[src/rtl/cam_stream_gen_pkg.sv]
// Shared definitions for the OV7670-style test-pattern stream generator:
// FSM state encoding, pattern codes, RGB565 bar colours and the byte-split helper.
package cam_stream_gen_pkg;

   typedef enum logic [2:0] {
      ST_IDLE,
      ST_VSYNC,
      ST_VBACK,
      ST_ACTIVE,
      ST_VFRONT
   } state_t;

   typedef enum logic [1:0] {
      PAT_BARS  = 2'd0,
      PAT_GRAD  = 2'd1,
      PAT_CHECK = 2'd2,
      PAT_SOLID = 2'd3
   } pat_t;

   localparam logic [15:0] RGB_WHITE   = 16'hFFFF;
   localparam logic [15:0] RGB_YELLOW  = 16'hFFE0;
   localparam logic [15:0] RGB_CYAN    = 16'h07FF;
   localparam logic [15:0] RGB_GREEN   = 16'h07E0;
   localparam logic [15:0] RGB_MAGENTA = 16'hF81F;
   localparam logic [15:0] RGB_RED     = 16'hF800;
   localparam logic [15:0] RGB_BLUE    = 16'h001F;
   localparam logic [15:0] RGB_BLACK   = 16'h0000;

   // Colour of bar idx, left to right across the line.
   function automatic logic [15:0] bar_color(input logic [2:0] idx);
      case (idx)
         3'd0:    bar_color = RGB_WHITE;
         3'd1:    bar_color = RGB_YELLOW;
         3'd2:    bar_color = RGB_CYAN;
         3'd3:    bar_color = RGB_GREEN;
         3'd4:    bar_color = RGB_MAGENTA;
         3'd5:    bar_color = RGB_RED;
         3'd6:    bar_color = RGB_BLUE;
         default: bar_color = RGB_BLACK;
      endcase
   endfunction

   // Even byte carries {R[4:0],G[5:3]}, odd byte carries {G[2:0],B[4:0]}.
   function automatic logic [7:0] rgb_byte(input logic [15:0] rgb, input logic odd);
      rgb_byte = odd ? rgb[7:0] : rgb[15:8];
   endfunction

endpackage

[src/rtl/cam_stream_gen_if.sv]
// Camera-side pixel bus (Pclk/Href/Vsync/Datos) plus the frame_done strobe.
// With CAM_STREAM_GEN_FRAME_CNT_EN defined the bus also carries frame_cnt.
interface cam_stream_gen_if;
   logic       Pclk;
   logic       Href;
   logic       Vsync;
   logic [7:0] Datos;
   logic       frame_done;
`ifdef CAM_STREAM_GEN_FRAME_CNT_EN
   logic [15:0] frame_cnt;
`endif

`ifdef CAM_STREAM_GEN_FRAME_CNT_EN
   modport master (output Pclk, Href, Vsync, Datos, frame_done, frame_cnt);
   modport slave  (input  Pclk, Href, Vsync, Datos, frame_done, frame_cnt);
`else
   modport master (output Pclk, Href, Vsync, Datos, frame_done);
   modport slave  (input  Pclk, Href, Vsync, Datos, frame_done);
`endif
endinterface

[src/rtl/cam_stream_gen_pattern_rom.sv]
// Combinational test-pattern generator: pixel (x, y) and latched pattern -> RGB565.
// The bar index is supplied by the caller's bar counter so no divider is needed.
// With CAM_STREAM_GEN_FRAME_CNT_EN the solid pattern shows the frame count in blue.
module cam_pattern_rom
   import cam_stream_gen_pkg::*;
(
   input  logic [7:0]  x,
   input  logic [6:0]  y,
   input  logic [2:0]  bar,
   input  pat_t        pat,
`ifdef CAM_STREAM_GEN_FRAME_CNT_EN
   input  logic [4:0]  lvl,
`endif
   output logic [15:0] rgb
);

   // Low coordinate bits are not needed by any pattern.
   logic unused_bits;
   assign unused_bits = ^{x[2:0], y[0]};

   // Pattern select.
   always_comb begin
      rgb = RGB_BLACK;
      case (pat)
         PAT_BARS:  rgb = bar_color(bar);
         PAT_GRAD:  rgb = {x[7:3], y[6:1], 5'd0};
         PAT_CHECK: rgb = (x[3] ^ y[3]) ? RGB_WHITE : RGB_BLACK;
`ifdef CAM_STREAM_GEN_FRAME_CNT_EN
         PAT_SOLID: rgb = {11'd0, lvl};
`else
         PAT_SOLID: rgb = RGB_RED;
`endif
         default:   rgb = RGB_BLACK;
      endcase
   end

endmodule

[src/rtl/cam_stream_gen.sv]
// OV7670-style QQVGA RGB565 stream transmitter with built-in test patterns.
// Pclk = clk/2; all timing state advances only on "slot" edges (ph==1), so
// Href/Vsync/Datos change as Pclk falls and are stable across its rising edge.
// Optional: CAM_STREAM_GEN_FRAME_CNT_EN adds a 16-bit frame counter output.
module cam_stream_gen
   import cam_stream_gen_pkg::*;
#(
   parameter int unsigned H_ACTIVE     = 160,
   parameter int unsigned V_ACTIVE     = 120,
   parameter int unsigned H_BLANK      = 64,
   parameter int unsigned VSYNC_LINES  = 3,
   parameter int unsigned VBACK_LINES  = 17,
   parameter int unsigned VFRONT_LINES = 10
) (
   input  logic             clk,
   input  logic             rst,
   input  logic             enable,
   input  logic [1:0]       pattern_sel,
   cam_stream_gen_if.master cam
);

   localparam int unsigned LT        = 2 * H_ACTIVE + H_BLANK;
   localparam logic [8:0]  SLOT_LAST = 9'(LT - 1);
   localparam logic [8:0]  ACT_BYTES = 9'(2 * H_ACTIVE);
   localparam logic [4:0]  VS_LAST   = 5'(VSYNC_LINES - 1);
   localparam logic [4:0]  VB_LAST   = 5'(VBACK_LINES - 1);
   localparam logic [4:0]  VF_LAST   = 5'(VFRONT_LINES - 1);
   localparam logic [6:0]  Y_LAST    = 7'(V_ACTIVE - 1);
   localparam logic [4:0]  BAR_LAST  = 5'(H_ACTIVE / 8 - 1);

   logic        ph;
   state_t      state, state_n;
   logic [8:0]  hcnt, hcnt_n;
   logic [4:0]  lcnt, lcnt_n;
   logic [6:0]  y, y_n;
   logic [2:0]  bar, bar_n;
   logic [4:0]  bcnt, bcnt_n;
   pat_t        pat_q, pat_n;
   logic        done_n;
   logic        frame_done_q;
   logic        line_end;
   logic [7:0]  x;
   logic [15:0] rgb;
   logic        href;
   logic        vsync;
   logic [7:0]  datos;
`ifdef CAM_STREAM_GEN_FRAME_CNT_EN
   logic [15:0] frame_cnt;
`endif

   assign line_end = (hcnt == SLOT_LAST);
   assign x        = hcnt[8:1];

   // State register: phase bit, FSM state, counters, latched pattern, done strobe.
   always_ff @(posedge clk) begin
      if (rst) begin
         ph           <= 1'b0;
         state        <= ST_IDLE;
         hcnt         <= '0;
         lcnt         <= '0;
         y            <= '0;
         bar          <= '0;
         bcnt         <= '0;
         pat_q        <= PAT_BARS;
         frame_done_q <= 1'b0;
`ifdef CAM_STREAM_GEN_FRAME_CNT_EN
         frame_cnt    <= '0;
`endif
      end else begin
         ph           <= ~ph;
         state        <= state_n;
         hcnt         <= hcnt_n;
         lcnt         <= lcnt_n;
         y            <= y_n;
         bar          <= bar_n;
         bcnt         <= bcnt_n;
         pat_q        <= pat_n;
         frame_done_q <= done_n;
`ifdef CAM_STREAM_GEN_FRAME_CNT_EN
         if (done_n)
            frame_cnt <= frame_cnt + 16'd1;
`endif
      end
   end

   // Next-state logic: everything holds except on slot edges (ph==1).
   always_comb begin
      state_n = state;
      hcnt_n  = hcnt;
      lcnt_n  = lcnt;
      y_n     = y;
      bar_n   = bar;
      bcnt_n  = bcnt;
      pat_n   = pat_q;
      done_n  = 1'b0;
      if (ph) begin
         case (state)
            ST_IDLE: begin
               if (enable) begin
                  state_n = ST_VSYNC;
                  hcnt_n  = '0;
                  lcnt_n  = '0;
                  pat_n   = pat_t'(pattern_sel);
               end
            end
            ST_VSYNC: begin
               if (line_end) begin
                  hcnt_n = '0;
                  if (lcnt == VS_LAST) begin
                     lcnt_n  = '0;
                     state_n = ST_VBACK;
                  end else begin
                     lcnt_n = lcnt + 5'd1;
                  end
               end else begin
                  hcnt_n = hcnt + 9'd1;
               end
            end
            ST_VBACK: begin
               if (line_end) begin
                  hcnt_n = '0;
                  if (lcnt == VB_LAST) begin
                     lcnt_n  = '0;
                     y_n     = '0;
                     bar_n   = '0;
                     bcnt_n  = '0;
                     state_n = ST_ACTIVE;
                  end else begin
                     lcnt_n = lcnt + 5'd1;
                  end
               end else begin
                  hcnt_n = hcnt + 9'd1;
               end
            end
            ST_ACTIVE: begin
               if (line_end) begin
                  hcnt_n = '0;
                  bar_n  = '0;
                  bcnt_n = '0;
                  if (y == Y_LAST) begin
                     lcnt_n  = '0;
                     state_n = ST_VFRONT;
                  end else begin
                     y_n = y + 7'd1;
                  end
               end else begin
                  hcnt_n = hcnt + 9'd1;
                  // Leaving the odd byte of a pixel: step the bar counter,
                  // saturating on the last bar so it never wraps mid-line.
                  if (hcnt[0] && (hcnt < ACT_BYTES)) begin
                     if (bcnt == BAR_LAST) begin
                        bcnt_n = '0;
                        if (bar != 3'd7)
                           bar_n = bar + 3'd1;
                     end else begin
                        bcnt_n = bcnt + 5'd1;
                     end
                  end
               end
            end
            ST_VFRONT: begin
               if (line_end) begin
                  hcnt_n = '0;
                  if (lcnt == VF_LAST) begin
                     lcnt_n = '0;
                     done_n = 1'b1;
                     if (enable) begin
                        state_n = ST_VSYNC;
                        pat_n   = pat_t'(pattern_sel);
                     end else begin
                        state_n = ST_IDLE;
                     end
                  end else begin
                     lcnt_n = lcnt + 5'd1;
                  end
               end else begin
                  hcnt_n = hcnt + 9'd1;
               end
            end
            default: state_n = ST_IDLE;
         endcase
      end
   end

   cam_pattern_rom u_rom (
      .x   (x),
      .y   (y),
      .bar (bar),
      .pat (pat_q),
`ifdef CAM_STREAM_GEN_FRAME_CNT_EN
      .lvl (frame_cnt[4:0]),
`endif
      .rgb (rgb)
   );

   // Output decode from registered state: sync levels and the byte mux.
   always_comb begin
      href  = (state == ST_ACTIVE) && (hcnt < ACT_BYTES);
      vsync = (state == ST_VSYNC);
      datos = href ? rgb_byte(rgb, hcnt[0]) : 8'd0;
   end

   assign cam.Pclk       = ph;
   assign cam.Href       = href;
   assign cam.Vsync      = vsync;
   assign cam.Datos      = datos;
   assign cam.frame_done = frame_done_q;
`ifdef CAM_STREAM_GEN_FRAME_CNT_EN
   assign cam.frame_cnt  = frame_cnt;
`endif

endmodule

[src/flat_wrapper.sv]
// flat-port wrapper written by rule: the top's interface ports become plain ports
module cam_stream_gen_flat import cam_stream_gen_pkg::*;
#(
   parameter int unsigned H_ACTIVE     = 160,
   parameter int unsigned V_ACTIVE     = 120,
   parameter int unsigned H_BLANK      = 64,
   parameter int unsigned VSYNC_LINES  = 3,
   parameter int unsigned VBACK_LINES  = 17,
   parameter int unsigned VFRONT_LINES = 10
)
  (clk, rst, enable, pattern_sel, cam_Pclk, cam_Href, cam_Vsync, cam_Datos, cam_frame_done);
  cam_stream_gen_if cam_i ();
  input  logic clk;
  input  logic rst;
  input  logic enable;
  input  logic [1:0] pattern_sel;
  output wire logic [$bits(cam_i.Pclk)-1:0] cam_Pclk;
  output wire logic [$bits(cam_i.Href)-1:0] cam_Href;
  output wire logic [$bits(cam_i.Vsync)-1:0] cam_Vsync;
  output wire logic [$bits(cam_i.Datos)-1:0] cam_Datos;
  output wire logic [$bits(cam_i.frame_done)-1:0] cam_frame_done;
  assign cam_Pclk = cam_i.Pclk;
  assign cam_Href = cam_i.Href;
  assign cam_Vsync = cam_i.Vsync;
  assign cam_Datos = cam_i.Datos;
  assign cam_frame_done = cam_i.frame_done;
  cam_stream_gen #(.H_ACTIVE(H_ACTIVE), .V_ACTIVE(V_ACTIVE), .H_BLANK(H_BLANK), .VSYNC_LINES(VSYNC_LINES), .VBACK_LINES(VBACK_LINES), .VFRONT_LINES(VFRONT_LINES)) u_core (.clk(clk), .rst(rst), .enable(enable), .pattern_sel(pattern_sel), .cam(cam_i));
endmodule
[config.mk]
export PLATFORM = sky130hd
export DESIGN_NAME = cam_stream_gen_flat
export DESIGN_NICKNAME = d
export VERILOG_FILES = /design/src/rtl/cam_stream_gen_pkg.sv /design/src/rtl/cam_stream_gen_if.sv /design/src/rtl/cam_stream_gen_pattern_rom.sv /design/src/rtl/cam_stream_gen.sv /design/src/flat_wrapper.sv
export SDC_FILE = /design/constraint.sdc
export NUM_CORES = 1
export LEC_CHECK = 0
export BUFFER_PORTS_ARGS = -buffer_cell sky130_fd_sc_hd__buf_2
export CELL_PAD_IN_SITES_DETAIL_PLACEMENT = 0
export CELL_PAD_IN_SITES_GLOBAL_PLACEMENT = 1
export CORE_ASPECT_RATIO = 1.1
export CORE_MARGIN = 5
export CORE_UTILIZATION = 25
export CTS_CLUSTER_SIZE = 20
export DETAILED_ROUTE_END_ITERATION = 12
export PLACE_DENSITY_LB_ADDON = 0.2
export SYNTH_ARGS = -nofsm -noshare
export SYNTH_HDL_FRONTEND = slang
export SYNTH_SLANG_ARGS = --single-unit
[constraint.sdc]
create_clock -name clk -period 2.9 [get_ports clk]
set_clock_uncertainty 0.2 [all_clocks]
set_input_delay 0.58 -clock clk [delete_from_list [all_inputs] [get_ports clk]]
set_output_delay 0.58 -clock clk [all_outputs]
set_load 0.02 [all_outputs]
# Word-level counts from Yosys, hierarchy flattened
# Index checks and enable logic that the tools add are counted.
# word_totals
ff_bits	36
word_cells	122
# classes
addsub	5
n_lt_le_gt_ge	1
n_eq_ne	33
muxes	52
n_bitwise	4
n_reduce_logical	18
# ops
op	n
one-hot mux 16 bit (7 select lines)	1
two-way mux 5 bit	14
one-hot mux 16 bit (4 select lines)	1
two-way mux 3 bit	15
two-way mux 7 bit	4
one-hot mux 5 bit (5 select lines)	1
two-way mux 9 bit	2
one-hot mux 9 bit (2 select lines)	1
two-way mux 16 bit	1
two-way mux 8 bit	2
!= test 2 x 1 -> 1 bit, second input constant	8
one-hot mux 3 bit (5 select lines)	1
one-hot mux 7 bit (2 select lines)	1
equality test 3 x 2 -> 1 bit, second input constant	4
equality test 3 bit, second input constant	4
adder 5 x 1 -> 5 bit, second input constant	2
equality test 5 bit, second input constant	2
one-hot mux 5 bit (2 select lines)	1
AND reduction 10 bit	1
adder 9 x 1 -> 9 bit, second input constant	1
equality test 9 bit, second input constant	1
less-than comparator 9 bit, second input constant	1
!= test 3 x 1 -> 1 bit, second input constant	3
AND reduction 8 bit	1
other kinds (27)	40

# Depth between registers and ports, before layout
# Gate-level depths: netlist of the first run.
# depth
word_depth	6
depth_mapped	8
ltp_nobuf	7

# Modules after synthesis
# A second synthesis of the first run with hierarchy kept.
# unflattened
hier_cells	280
area_unflattened_um2	2347.3
# modules_own_cells
module	n_inst	cells_per_inst	area_per_inst_um2	seq_area_each_um2
cam_stream_gen	1	251	2155.8	720.7
cam_pattern_rom	1	29	191.4	0.0

# Worst setup path before layout of the first run
# Ideal clock, no wire load.
# synth_timing
path_type	reg-to-output
from	reg u_core.bar[0]
to	out cam_Datos[6]
arrival_ns	1.659
required_ns	2.120
slack_ns	0.461
path_stages_with_launch	8
path_buffers	0
path_cell_list	dfxtp_1 inv_1 ha_1 nor3_1 a21oi_1 o311ai_0 o22a_1 nor2_1
# synth_via
elab_chain_len	5
word_cells_on_any_way	11
cone_classes	eq/ne (6); mux (4); reduce/logical (1)
# synth_rtl
element	line_no	rtl
start: declaration	cam_stream_gen.sv:36	logic [2:0] bar, bar_n;
start signal: assignment	cam_stream_gen.sv:75	bar <= bar_n;
equality test 3 bit, or another cell as far along	cam_stream_gen_pkg.sv:31	case (idx)
one-hot mux 16 bit (7 select lines) (*)	cam_stream_gen_pkg.sv:31	
one-hot mux 16 bit (4 select lines) (*)	cam_stream_gen_pattern_rom.sv:24	case (pat)
two-way mux 8 bit (*)	cam_stream_gen_pkg.sv:45	rgb_byte = odd ? rgb[7:0] : rgb[15:8];
two-way mux 8 bit (*)	cam_stream_gen.sv:200	datos = href ? rgb_byte(rgb, hcnt[0]) : 8'd0;
end: declaration	flat_wrapper.sv:20	output wire logic [$bits(cam_i.Datos)-1:0] cam_Datos;
# Every way passes the cells marked *; elsewhere a longest branch is shown, timed or not.

# Worst setup path in the final report of the first run
# layout_timing
from	reg u_core.bar[0]
to	out cam_Datos[7]
# Same word-level chain as after synthesis.

==> key figures, run 1 <==
Critical path
  – Critical Path End Type: output pin
  – Critical path's most frequent cell: buf_4
  – WP data required: 2120 ps
  – Kind of critical path: reg -> out
  – Top delay family on crit path: compound AO/OA/AOI/OAI gates
  – Worst Path Max Fanout: 4
  – Crit path buf inv count: 3
  – Crit-path max cell delay: 350 ps
  – Crit start category: register
  – Crit path max-delay cell type: dfxtp_2
  – Crit path DAT: 1950 ps
  – Worst path cell trace: inv_1 -> ha_2 -> nor3_4 -> a21oi_2 -> o311ai_1 -> buf_4 -> o22a_1 -> nor2_1 -> buf_4

Clock network
  – Num CTS Buffers: 5
  – CTS root buffer: clkbuf_8
  – Clk sink count: 36
  – Post-CTS Hold Fix Bufs: 0
  – CTS tree: built
  – H-tree depth: 2
  – Worst-Skew Late Latency: 290 ps
  – CTS clock-pin slew for the worst setup and hold paths: 70 ps
  – Max clock buf depth: 2

Global route
  – Vias in the first global route: 2274
  – Global-route wire length before repair: 11300 um
  – Congestion Overflow GR: 0
  – Tot GR Track Use: 11.6%
  – Initial antenna violation count: 0
  – Pin count of the biggest net entering global routing: 30

Timing
  – Least-Margin Pin Slew: 675 ps
  – Pins over their slew limit: 0
  – Tmin final: 2730 ps
  – Fmax: 366 MHz
  – Period utilization: 94.3%
  – Setup TNS: 0 ps
  – Rel. slew slack: 54.8%
  – Final hold violations: 0
  – RSZ-0062 raised after global routing: false
  – Final setup fails: 0

Min path
  – HP Class: reg -> reg

Die
  – Initial Util: 25.7%
  – Die width: 104 um
  – # IOs: 17
  – Die area: 11800 um2
  – Core Region: 9440 um2
  – Rows: 37
  – Die Y: 113 um

Detailed routing
  – Pre-Repair DR Iteration Count: 6
  – Vias/cell: 5.12
  – Wirelength, routed: 6750 um
  – Initial drt markers: 169
  – Via count: 2289
  – Post-route ant nets: 0
  – Drt drc: 0
  – Wirelength per Cell: 15.1 um

Final layout
  – Area delta synth->final: 13.8%
  – NumNets Final: 347
  – Diodes inserted: 0
  – Layout cells sized above 1: 16.7%

Logic synthesis
  – Top FF cell, synth: dfxtp_1
  – Synth Register Bits: 36
  – Average size of a mapped cell: 7.81 um2
  – Post-synth EDFFs: 0
  – Cell area after synthesis: 2430 um2
  – Synth cell types: 63
  – Post-synthesis sequential area ratio: 29.7%
  – FFs w/ async S/R, synth: 0%
  – Synth Net Count: 329
  – Ys Warns: 0
  – Cells after Synth: 311

Power and ir drop
  – Leak: 1.03 nW
  – Power Total: 1.28 mW
  – Power per cell area: 462 nW/um2
  – Peak supply drop: 0.000192 V

Placement
  – DP Wirelength: 4970 um
  – RD Place Congestion: 0.714
  – IO Port Bufs: 16

Run status
  – Status: completed

Run
  – Max-Cap Viols: 0
-- report_power, final --
group	internal, mW	total, mW	switching [mW]	leakage (nW)
registers	0.511	0.554	0.0429	0.292
logic	0.140	0.343	0.203	0.691
clock network	0.194	0.380	0.186	0.0455
-- final cells by class --
cell class                      instances  area, um2
Fill cell                            1066       6680
Multi-Input combinational cell        245       1590
Sequential cell                        36        726
Timing Repair Buffer                   26        158
Tap cell                              117        146
Clock buffer                            8       90.1
Inverter                               15       56.3
-- worst reg2reg max path, cell delays in order, from the launching register on --
cell     delay (ps)
dfxtp_1         430
ha_1            340
and4b_4         310
nand2_4          90
or3_4           400
or4_1           470
a21oi_1         140
-- sequential cells by signal, summed over array words and instances (netlist names) --
name,cells
u_core.state,3
u_core.cam.frame_done,1
u_core.y,7
u_core.lcnt,5
u_core.pat_q,2
u_core.cam.Pclk,1
u_core.bcnt,5
u_core.bar,3
u_core.hcnt,9
-- path summary, 6_finish.rpt --
kind / from / endpoint / slack (ps) / cells past startpoint
hold / removal: u_core.bcnt[1] / u_core.bcnt[1] / 290 / 2
hold reg to reg: u_core.bcnt[1] / u_core.bcnt[1] / 290 / 2
setup reg to reg: u_core.hcnt[1] / u_core.y[6] / 450 / 6
setup / recovery: u_core.bar[0] / cam_Datos[7] / 170 / 9
-- cells by family (layout without fill, tap and decap cells) --
family                     after synthesis  count (layout)  synth area share (%)
adders and majority gates               13              13                  6.70
buffers and inverters                   30              49                  5.87
AOI/OAI and AO/OA                       85              85                  22.3
DFF                                     36              36                  29.7
muxes                                    4               4                  1.65
and+or+nand+nor                        135             135                  30.9
xor gates and xnor gates                 8               8                  2.89
-- cells in the final DEF (no fill, tap or decap), drive strengths merged, types with 6 or more instances in the layout --
cell and count:
buf 26, nand2b 7, clkbuf 8, nand4 8, inv 15, o21ai 17, xor2 6, nand3 15
nor3 9, nand2 18, a21oi 32, ha 13, dfxtp 36, nor2 38
-- timing repair --
item | CTS | global route
setup endpoints to repair | 3 | 5
gates resized for setup | 1 | 11
setup buffers | 0 | 1
pin swaps | 0 | 3
-- layer usage --
metal	global-route usage (%)	wire [um]	vias up
met5	0	0	-
met4	2.85	68	0
met3	2.15	195	5
met2	20.7	3350	30
met1	14.4	3130	1086
li1	-	-	1168
-- cells in the mapped netlist, types with 2 or more instances --
master / number / area share (%)
a22oi_1: 2 / 0.62
dfxtp_1: 36 / 30
or2_2: 2 / 0.52
and3_1: 3 / 0.77
o21ai_0: 17 / 3.5
inv_1: 15 / 2.3
and2_1: 3 / 0.77
o31ai_1: 3 / 0.93
nor4bb_1: 2 / 0.82
nand2_1: 17 / 2.6
a21o_1: 5 / 1.5
or3b_1: 2 / 0.72
nor2b_1: 3 / 0.77
or3b_2: 3 / 1.1
xor2_1: 6 / 2.2
o211ai_1: 3 / 0.93
nor4_1: 5 / 1.3
a211oi_1: 2 / 0.62
or3_1: 3 / 0.77
nand3_1: 15 / 3.1
xnor2_1: 2 / 0.72
a32o_1: 2 / 0.82
nand4b_1: 2 / 0.72
nand2b_1: 7 / 1.8
nand4bb_1: 2 / 0.93
o32ai_1: 2 / 0.72
nor3_1: 9 / 1.9
nor2_1: 38 / 5.9
a31o_2: 2 / 0.72
o22a_1: 3 / 1.1
a21oi_1: 32 / 6.6
clkbuf_1: 9 / 1.4
o22ai_1: 2 / 0.52
nand4_1: 8 / 2.1
mux2i_1: 4 / 1.6
ha_1: 13 / 6.7
-- metrics by stage --
step / utilization [%] / cell area [um2] / hold WS [ps] / setup WS (ps) / std cells
final: 29.3 / 2760 / 285 / 166 / 447
after global routing: 29.3 / 2760 / 319 / 15.2 / 447
after CTS: 28.9 / 2730 / 292 / 4.79 / 446
after detailed placement: 27.9 / 2640 / 280 / 281 / 438
after global placement: 27.9 / 2640 / 264 / 345 / 438
after floorplan: - / 2430 / 249 / 461 / 311
Note: power is estimated with default switching activity, not from simulation.
==> run 2: changes to the inputs <==
--- a/config.mk
+++ b/config.mk
@@ -8,7 +8,7 @@
 export BUFFER_PORTS_ARGS = -buffer_cell sky130_fd_sc_hd__buf_2
 export CELL_PAD_IN_SITES_DETAIL_PLACEMENT = 0
 export CELL_PAD_IN_SITES_GLOBAL_PLACEMENT = 1
-export CORE_ASPECT_RATIO = 1.1
+export CORE_ASPECT_RATIO = 0.9
 export CORE_MARGIN = 5
 export CORE_UTILIZATION = 25
 export CTS_CLUSTER_SIZE = 20
==> run 2 against run 1 <==
Compared with the run above: global-route usage increased by 0.057 points; maximum frequency decreased by 0.62%; sequential share of layout area increased by 0.15 points; non-clock buffer count unchanged; critical path depth unchanged; clock power decreased by 14%; wire length decreased by 2.1%; worst hold slack got worse by 5.3 ps; via count about the same; largest cell class unchanged; critical path type unchanged; highest routed layer unchanged; worst setup slack got worse by 17 ps; critical endpoint unchanged.
==> key figures, run 2 (synthesized netlist as in run 1, its figures left out) <==
Placement
  – RD Place Congestion: 0.740
  – IO Port Bufs: 16
  – Pre-CTS WS: 307 ps
  – DP Wirelength: 4980 um

Clock network
  – Clk sink count: 36
  – H-tree depth: 2
  – CTS root buffer: clkbuf_8
  – CTS tree: built
  – CTS clock-pin slew for the worst setup and hold paths: 70 ps
  – Worst-Skew Late Latency: 280 ps
  – Setup Fix Bufs, Post-CTS: 0
  – Num CTS Buffers: 5
  – Max clock buf depth: 2

Final layout
  – Register with the highest flop count: u_core.hcnt
  – Commonest non-fill, non-tap cells in the layout: nor2_1, dfxtp_1, a21oi_1
  – Commonest non-fill, non-tap cell in the layout: nor2_1
  – Largest register FFs: 9
  – Multi-input gate area: 1580 um2
  – Biggest regs: u_core.hcnt: 9 flops, u_core.y: 7 flops
  – Diodes inserted: 0
  – Layout cells sized above 1: 15.9%
  – Filler cells: 1064
  – Sequential cell area: 723 um2
  – NumNets Final: 347
  – Area delta synth->final: 12.8%

Detailed routing
  – Wirelength per Cell: 14.6 um
  – Via count: 2287
  – Initial drt markers: 130
  – Wirelength, routed: 6610 um
  – Drt drc: 0
  – Vias/cell: 5.05
  – Pre-Repair DR Iteration Count: 4
  – Post-route ant nets: 0

Timing
  – Setup TNS: 0 ps
  – Period utilization: 94.9%
  – Least-Margin Pin Slew: 670 ps
  – Rel. slew slack: 55.1%
  – Final hold violations: 0
  – Final setup fails: 0
  – Fmax: 363 MHz
  – Setup ws final: 149 ps
  – Tmin final: 2750 ps
  – RSZ-0062 raised after global routing: false
  – Pins over their slew limit: 0

Critical path
  – Worst r2r path cells: 6
  – End point of the critical path: cam_Datos[7]
  – Kind of critical path: reg -> out
  – Critical Path End Type: output pin
  – FF-to-FF Start: u_core.hcnt[1]
  – Crit start category: register
  – CP startpoint: u_core.bar[0]
  – Reg-to-reg endpoint: u_core.y[6]
  – WP data required: 2120 ps
  – Setup slack, reg-to-reg: 480 ps
  – Crit path DAT: 1970 ps
  – Worst Path Max Fanout: 4

Global route
  – Initial antenna violation count: 0
  – Congestion Overflow GR: 0
  – Tot GR Track Use: 11.7%
  – Global-route wire length before repair: 11200 um
  – Pin count of the biggest net entering global routing: 30
  – Vias in the first global route: 2130

Die
  – Initial Util: 25.4%
  – Rows: 34
  – Die width: 114 um
  – Die Y: 104 um
  – Core Region: 9570 um2
  – # IOs: 17
  – Die area: 11800 um2

Power and ir drop
  – Clk pwr share: 26.5%
  – Leak: 1.02 nW
  – Peak supply drop: 0.000158 V
  – Combinational power share: 30.3%
  – Power per cell area: 451 nW/um2
  – Net Switching: 0.419 mW
  – Switching power share of the total: 33.9%
  – Flop pwr share: 43.3%
  – Total internal power: 0.816 mW

Run
  – Max-Cap Viols: 0

Run status
  – Status: completed

Min path
  – HP Class: reg -> reg
  – Hold depth: 2
run 2: how the worst min path moves through the flow:
stage / from / to / slack, ps
after global placement: u_core.bcnt[1] / u_core.bcnt[1] / 260
after floorplan: u_core.bcnt[1] / u_core.bcnt[1] / 250
after global routing: u_core.bcnt[1] / u_core.bcnt[1] / 290
after CTS: u_core.bcnt[1] / u_core.bcnt[1] / 280
final: u_core.bcnt[1] / u_core.bcnt[1] / 280
after detailed placement: u_core.bcnt[1] / u_core.bcnt[1] / 270
run 2: per-stage QoR:
step                      total power, mW  hold WS [ps]  instances  area (um2)  util, %
after CTS                            1.25           277        453        2720     28.5
after floorplan                     0.813           249        311        2430        -
after detailed placement            0.917           267        448        2660     27.7
final                                1.23           280        453        2740     28.6
after global routing                 1.32           289        453        2740     28.6
after global placement              0.922           261        448        2660     27.7
run 2: cell type report:
cell class	count	share of cell area, %
Tap cell	126	5.76
Sequential cell	36	26.4
Multi-Input combinational cell	245	57.6
Timing Repair Buffer	26	5.66
Clock buffer	5	2.51
Inverter	15	2.06
run 2: layer usage:
layer	track usage [%]	up-vias	routed length, um
li1	-	1168	-
met5	0	-	0
met4	2.54	0	42
met3	2.62	4	231
met1	17.3	1081	3390
met2	17.2	34	2940
run 2: repair_timing:
| action | in CTS | in global routing |
|---|---|---|
| endpoints found under the setup margin | 1 | 8 |
| gates resized for setup | 1 | 6 |
| hold buffers | 0 | 0 |
| pin swaps | 0 | 1 |
| gates cloned | 0 | 0 |
run 2: power by group through the flow:
stage	combinational (mW)	sequential, mW	clock (mW)
floorplan	0.274	0.538	0
global placement	0.377	0.545	0
detailed placement	0.372	0.545	0
CTS	0.374	0.533	0.343
global route	0.414	0.539	0.364
finish	0.374	0.534	0.327
run 2: critical path, cell delays in order (launching register included):
cell and delay (ps):
dfxtp_2 340, inv_1 90, ha_1 230, nor3_2 220
a21oi_2 90, o311ai_1 230, buf_4 170, o22a_1 130
nor2_1 40, buf_2 160
